$ cat src/rtl/mem_arbiter_pkg.sv
// Shared types and constants for the two-requester block-memory arbiter.
package mem_arbiter_pkg;

  typedef enum logic [1:0] {
    RESETWAIT = 2'd0,
    IDLE      = 2'd1,
    BUSY_I    = 2'd2,
    BUSY_D    = 2'd3
  } arb_state_e;

  localparam int BLOCKSIZE   = 4;
  localparam int BLOCK_W     = BLOCKSIZE * 32;
  localparam int WAIT_CYCLES = 2;

  // Byte-offset bits covered by one block (word select plus byte select).
  function automatic int block_offset_bits(input int bs);
    return $clog2(bs) + 2;
  endfunction

endpackage

$ cat src/rtl/rr_arbiter2.sv
// Two-input round-robin picker; remembers whether the last grant went to D.
module rr_arbiter2 (
  input  logic clk,
  input  logic reset,
  input  logic req_i,
  input  logic req_d,
  input  logic accept,
  output logic grant_d
);

  logic last_grant_d;

  // On a tie the requester that did not win last time gets the grant.
  always_comb begin
    grant_d = req_d;
    if (req_i && req_d) begin
      grant_d = ~last_grant_d;
    end
  end

  always_ff @(posedge clk) begin
    if (reset) begin
      last_grant_d <= 1'b0;
    end else if (accept && (req_i || req_d)) begin
      last_grant_d <= grant_d;
    end
  end

endmodule

$ cat src/rtl/mem_arbiter.sv
// Arbitrates I-cache and D-cache block transfers onto one single-ported block memory.
module mem_arbiter
  import mem_arbiter_pkg::*;
#(
  parameter int blocksize   = BLOCKSIZE,
  parameter int waitCycles  = WAIT_CYCLES,
  parameter int drainCycles = waitCycles + 3
) (
  input  logic                    clk,
  input  logic                    reset,
  input  logic                    IReq,
  input  logic [31:0]             IAddr,
  output logic [blocksize*32-1:0] IRd,
  output logic                    IValid,
  input  logic                    DReq,
  input  logic                    DWrite,
  input  logic [31:0]             DAddr,
  input  logic [blocksize*32-1:0] DWd,
  output logic [blocksize*32-1:0] DRd,
  output logic                    DValid,
  output logic                    MemRE,
  output logic                    MemWE,
  output logic [31:0]             MemA,
  output logic [blocksize*32-1:0] MemWD,
  input  logic [blocksize*32-1:0] MemRD,
  input  logic                    MemValid
);

  localparam int OFFS = block_offset_bits(blocksize);
  localparam logic [31:0] ADDR_MASK = ~((32'd1 << OFFS) - 32'd1);
  localparam int CNT_W = $clog2(drainCycles + 1);
  localparam logic [CNT_W-1:0] DRAIN_LAST = CNT_W'(drainCycles - 1);

  arb_state_e       state;
  logic [CNT_W-1:0] drain_cnt;
  logic             grant_d;

  rr_arbiter2 u_rr (
    .clk    (clk),
    .reset  (reset),
    .req_i  (IReq),
    .req_d  (DReq),
    .accept (state == IDLE),
    .grant_d(grant_d)
  );

  // The memory has no reset, so after reset we wait long enough for any
  // in-flight access to finish before driving the port again.
  always_ff @(posedge clk) begin
    if (reset) begin
      state     <= RESETWAIT;
      drain_cnt <= '0;
      MemRE     <= 1'b0;
      MemWE     <= 1'b0;
      MemA      <= '0;
      MemWD     <= '0;
    end else begin
      case (state)
        RESETWAIT: begin
          drain_cnt <= drain_cnt + 1'b1;
          if (drain_cnt == DRAIN_LAST) begin
            state <= IDLE;
          end
        end
        IDLE: begin
          if (IReq || DReq) begin
            if (grant_d) begin
              MemA  <= DAddr & ADDR_MASK;
              MemWD <= DWd;
              MemWE <= DWrite;
              MemRE <= ~DWrite;
              state <= BUSY_D;
            end else begin
              MemA  <= IAddr & ADDR_MASK;
              MemWE <= 1'b0;
              MemRE <= 1'b1;
              state <= BUSY_I;
            end
          end
        end
        BUSY_I, BUSY_D: begin
          // Dropping the enables here keeps the memory from re-triggering.
          if (MemValid) begin
            MemRE <= 1'b0;
            MemWE <= 1'b0;
            state <= IDLE;
          end
        end
        default: state <= RESETWAIT;
      endcase
    end
  end

  assign IValid = !reset && (state == BUSY_I) && MemValid;
  assign DValid = !reset && (state == BUSY_D) && MemValid;
  assign IRd    = (state == BUSY_I) ? MemRD : '0;
  assign DRd    = (state == BUSY_D) ? MemRD : '0;

endmodule

$ cat config.mk
export PLATFORM = sky130hd
export DESIGN_NAME = mem_arbiter
export DESIGN_NICKNAME = d
export VERILOG_FILES = /design/src/rtl/mem_arbiter_pkg.sv /design/src/rtl/rr_arbiter2.sv /design/src/rtl/mem_arbiter.sv
export SDC_FILE = /design/constraint.sdc
export NUM_CORES = 1
export LEC_CHECK = 0
export ABC_CLOCK_PERIOD_IN_PS = 1770
export BUFFER_PORTS_ARGS = -buffer_cell sky130_fd_sc_hd__buf_2
export CORE_AREA = 2 2 293 295
export DETAILED_ROUTE_END_ITERATION = 6
export DIE_AREA = 0 0 295 297
export PLACE_DENSITY_LB_ADDON = 0.08
export SYNTH_ARGS = -nofsm -noshare
export SYNTH_HDL_FRONTEND = slang
export SYNTH_HIERARCHICAL = 1
export SYNTH_SLANG_ARGS = --single-unit
$ cat constraint.sdc
create_clock -name clk -period 1.77 [get_ports clk]
set_clock_uncertainty 0.2 [all_clocks]
set_input_delay 0 -clock clk [delete_from_list [all_inputs] [get_ports clk]]
set_output_delay 0 -clock clk [all_outputs]
set_load 0.005 [all_outputs]
; ---- Word-level counts from Yosys, hierarchy flattened
; Cells that the tools add are included.
[totals]
out_inout_bits = 420
latchBits = 0
word_cells = 48
n_memories = 0
ff_bits = 168
romBits = 0
inputBits = 326
mem_bits_rw = 0
[op_classes]
div = 0
addsub = 1
muxes = 16
n_reduce_logical = 15
shifts = 0
bitwise_logic = 2
eq_ne = 7
mul = 0
n_lt_le_gt_ge = 0
[ops]
columns = op, count
row1 = $mux 128, 2
row2 = $mux 32, 1
row3 = $reduce_and 3->1, 3
row4 = $mux 1, 7
row5 = $logic_and 1x1->1, 6
row6 = $mux 2, 3
row7 = $ne 2x2->1 const B, 3
row8 = $pmux 2 s3, 1
row9 = $eq 2x2->1 const B, 2
row10 = $pmux 1 s2, 2
row11 = $add 3x1->3 const B, 1
row12 = $eq 3x3->1 const B, 1
row13 = $eq 2x1->1 const B, 1
row14 = $logic_not 2->1, 1
row15 = $not 1->1, 2
row16 = $reduce_and 2->1, 1
row17 = $reduce_bool 2->1, 1
row18 = $reduce_or 2->1, 1
row19 = $logic_not 1->1, 1
row20 = $logic_or 1x1->1, 1

; ---- Logic depth before layout (Yosys ltp)
[logic_depth]
word_depth = 5
depth_mapped = 8
mapped_depth_nobuf = 4

; ---- Cells and area by module
; Netlist, hierarchy kept.
[by_module_without_submodules]
columns = module, cells_per_inst, area_each_um2, seq_area_each_um2, instances
row1 = mem_arbiter, 1089, 8873.5, 3263.1, 1
row2 = rr_arbiter2, 5, 53.8, 20.0, 1

; ---- Least setup slack after synthesis
; OpenSTA, ideal clock, no wires.
[synth_path]
path_kind = register to register
startpoint = register u_rr.last_grant_d
endpoint = register MemWD[66]
setup_time_ns = 0.132
path_slack_ns = 0.173
t_arrival_ns = 1.265
period_less_slack_ns = 1.597
path_stages_with_launch = 8
path_cell_list = dfxtp_1 a21boi_0 buf_2 inv_1 buf_2 clkbuf_1 o31ai_1 a21oi_1
[synth_via]
elab_chain_cells = 3
[synth_rtl]
columns = element, line_no
row1 = start: declaration, rr_arbiter2.sv:11  ; logic last_grant_d;
row2 = start signal: assignment, rr_arbiter2.sv:25  ; last_grant_d <= grant_d;
row3 = $not 1->1, rr_arbiter2.sv:17  ; grant_d = ~last_grant_d;
row4 = $mux 1, rr_arbiter2.sv:16  ; if (req_i && req_d) begin
row5 = net grant_d, mem_arbiter.sv:36  ; logic grant_d;
row6 = $reduce_and 3->1 (no line), -
row7 = end signal: assignment, mem_arbiter.sv:69  ; MemWD <= DWd;
row8 = end: declaration, mem_arbiter.sv:24  ; output logic [blocksize*32-1:0] MemWD,
; The timed path passes the listed nets, and every way through them passes these cells.
; A chain may end at the register's enable or synchronous reset.

; ---- Worst setup path after layout
[layout_path]
startpoint = register state[1]
endpoint = output IRd[99]
[layout_via]
elab_chain_cells = 2
[layout_rtl]
columns = element, line_no
row1 = start: declaration, mem_arbiter.sv:34  ; arb_state_e state;
row2 = start signal: assignment, mem_arbiter.sv:51  ; state <= RESETWAIT;
row3 = start signal: assignment, mem_arbiter.sv:62  ; state <= IDLE;
row4 = start signal: assignment, mem_arbiter.sv:72  ; state <= BUSY_D;
row5 = $eq 2x2->1, mem_arbiter.sv:96  ; assign IRd = (state == BUSY_I) ? MemRD : '0;
row6 = $mux 128, mem_arbiter.sv:96
row7 = end: declaration, mem_arbiter.sv:13  ; output logic [blocksize*32-1:0] IRd,
; Every way passes these cells.

==> key figures <==
Place
  • Dpl cell area: 14150 µm²
  • RePlAce Congestion: 0.9496
  • HPWL after DPL: 58.24 mm
  • Port bufs: 733
  • Post-Place Worst Slack: 0.02097 ns
  • Placed insts: 2863

Logic synthesis
  • FFs w/ async S/R, synth: 0
  • Number of synthesized register bits: 164
  • Seq/Total Area, Yosys: 0.3678
  • Avg Cell Area, Syn: 8.160 µm²
  • Synth Warn #: 6
  • Area of the mapped netlist: 8927 µm²
  • Syn Inst Count: 1094
  • Synth unique cells: 36
  • Top FF cell, synth: dfxtp_1
  • Number of flops mapped to enable cells by yosys: 0

Timing
  • Final hold violation count: 0
  • Highest clock rate: 0.5120 GHz
  • Crit share post-route: 1.104
  • Hold slack: 0.07862 ns
  • Fin crit period: 1.953 ns
  • Final setup violation count: 254
  • RSZ-0062 raised after global routing: true
  • Setup ws final: -0.1833 ns
  • Fin. max-slew vios: 0

Floorplanning
  • Rows: 107
  • Die ar.: 87620 µm²
  • Initial core utilization: 0.1057
  • Die height: 297 µm
  • Num ports: 746
  • Core area: 84480 µm²
  • Die W: 295 µm

Setup path
  • Kind of critical path: reg2out
  • CP Buf/Inv Count: 3
  • Cell mode on critical path: buf_12
  • Critical path arrival: 1.75 ns
  • Worst-path cell chain: nor2b_4 -> buf_12 -> buf_12 -> and2_1 -> buf_2
  • Family with the most delay on the worst path: buffers and inverters
  • Crit path max fanout: 35
  • Critical path launch point type: register
  • Element type at the critical path end: primary output
  • WP data required: 1.57 ns
  • CP max stage delay: 0.39 ns
  • CP max stage cell: dfxtp_4

Detailed routing
  • Drt wl/cell: 26.67 µm
  • DR vias/cell: 4.057
  • Starting DRT DRC Count: 659
  • DRT antenna net count: 0
  • Via count: 12810
  • DRT Pass-1 Iters: 7
  • Residual DRC count: 0
  • Routed WL: 84.24 mm

Global routing
  • Initial antenna violation count: 31
  • Vias in the first global route: 12280
  • Gr ovfl total: 0
  • Total Routing Usage GR: 0.1707
  • Largest net degree at the start of global routing: 68
  • First-pass GRT wire length: 104.0 mm

CTS
  • CTS tree: done
  • Skew-Pair Late Insertion Delay: 0.49 ns
  • CTS Buffer Depth: 2
  • CTS H-tree depth: 4
  • Clock-pin slew on the worst setup and hold paths: 0.08 ns
  • CTS root buf: clkbuf_16
  • Cts bufs inserted: 17
  • CTS Sinks: 164

Finish
  • Post-Layout Cell Count: 3158
  • P&R area growth vs syn: 113.8%
  • Share of layout cells above drive strength 1: 0.4973
  • Nets@finish: 2320
  • Final Cell Area: 19080 µm²
  • Core Util, Final: 0.2259

Power and ir drop
  • Leakage: 8.726 nW
  • VDD IR max: 0.0007827 V
  • PwrDens: 736.6 nW/µm²

Flow run
  • Max Cap Viol: 0

Run status
  • Failing checks: negative setup slack
  • Run status: finished with violations

Min path
  • Worst min-delay path class: in2out
[registers in the layout, indices dropped and copies added, names as in the netlist]
| signal | cells |
|---|---|
| MemWD | 128 |
| MemA | 28 |
| drain_cnt | 3 |
| state | 2 |
| MemRE | 1 |
| MemWE | 1 |
| u_rr/last_grant_d | 1 |
[final timing paths]
check | startpoint | slack [ns] | endpoint | cells after the start
max | state[1] | -0.18 | IRd[99] | 5
min reg2reg | MemWD[85] | 0.27 | MemWD[85] | 2
max reg2reg | state[1] | 0.04 | u_rr/last_grant_d | 7
min | MemRD[111] | 0.08 | IRd[111] | 3
[area by class of cell]
class,instances,area (µm²)
clock inverters,14,235.2
inverters,4,30.03
well taps,1144,1431
multi-input cells,764,5334
flip-flops and latches,164,3291
diodes,9,22.52
repair buffers,1041,8302
clock buffers,18,439.2
fillers,9354,65390
[Yosys cell counts (2+ instances only)]
master,n,share of area
buf_2,33,0.019
dfxtp_1,164,0.37
o211ai_1,2,0.0017
nand4_1,128,0.090
buf_6,3,0.0038
clkbuf_1,98,0.041
nor2_1,5,0.0021
xnor2_1,2,0.0020
nor2b_1,2,0.0014
buf_4,19,0.016
and2_1,128,0.090
o31ai_1,128,0.11
buf_1,12,0.0050
nand3b_1,2,0.0017
and3_1,128,0.090
nand2_1,3,0.0013
a21oi_1,161,0.090
a211oi_1,28,0.024
ha_1,2,0.0028
inv_1,3,0.0013
mux2i_1,28,0.031
[worst min-delay path, cell delays in order]
cell	delay, ns
buf_2	0.08
and2_1	0.10
buf_2	0.10
[metal layers]
metal | GRT usage | wire (µm) | vias up
li1 | - | - | 5900
met1 | 0.1942 | 32520 | 6269
met2 | 0.3213 | 44970 | 534
met3 | 0.03235 | 4237 | 109
met4 | 0.04373 | 2510 | 0
met5 | 0 | 0 | -
[logic make-up (layout without fill, tap and decap cells)]
| group | count (synthesis) | count (layout) | synth area share |
|---|---|---|---|
| AOI/OAI and AO/OA | 324 | 324 | 0.2276 |
| xor gates and xnor gates | 2 | 2 | 0.001963 |
| adders and majority gates | 2 | 2 | 0.002803 |
| buffers and inverters | 169 | 1077 | 0.08619 |
| DFF | 164 | 164 | 0.3678 |
| muxes | 28 | 28 | 0.03139 |
| other | 1 | 13 | 0.0004201 |
| and+or+nand+nor | 404 | 404 | 0.2819 |
[cell usage in the layout (no fill, tap or decap), drive strengths merged, types with 2 or more instances in the layout]
master	instances
buf	835
dlygate4sd3	189
dfxtp	164
a21oi	162
nand4	128
o31ai	128
and2	128
and3	128
clkbuf	35
a211oi	28
mux2i	28
inv	11
diode	9
nor2	6
bufinv	5
conb	4
nand2	3
nand3b	2
xnor2	2
o211ai	2
ha	2
nor2b	2
[report_power, final]
group	internal, mW	switching [mW]
Combinational	2.50	2.88
Sequential	3.96	0.157
Clock	2.59	1.98
[timing repair]
action / CTS / global route
hold buffers: 189 / 0
pin swaps: 1 / 51
gates cloned: 9 / 25
setup buffers: 10 / 22
endpoints found under the setup margin: 259 / 409
endpoints found under the hold margin: 164 / 0
gates resized for setup: 54 / 261
[stage by stage]
stage	setup TNS, ns	total power, mW
after detailed placement	0	7.761
after CTS	-57.22	13.34
after global routing	-49.94	14.76
after global placement	0	7.803
final	-24.01	14.06
after floorplan	0	5.783
No activity file was read; power rests on OpenSTA's default activity.
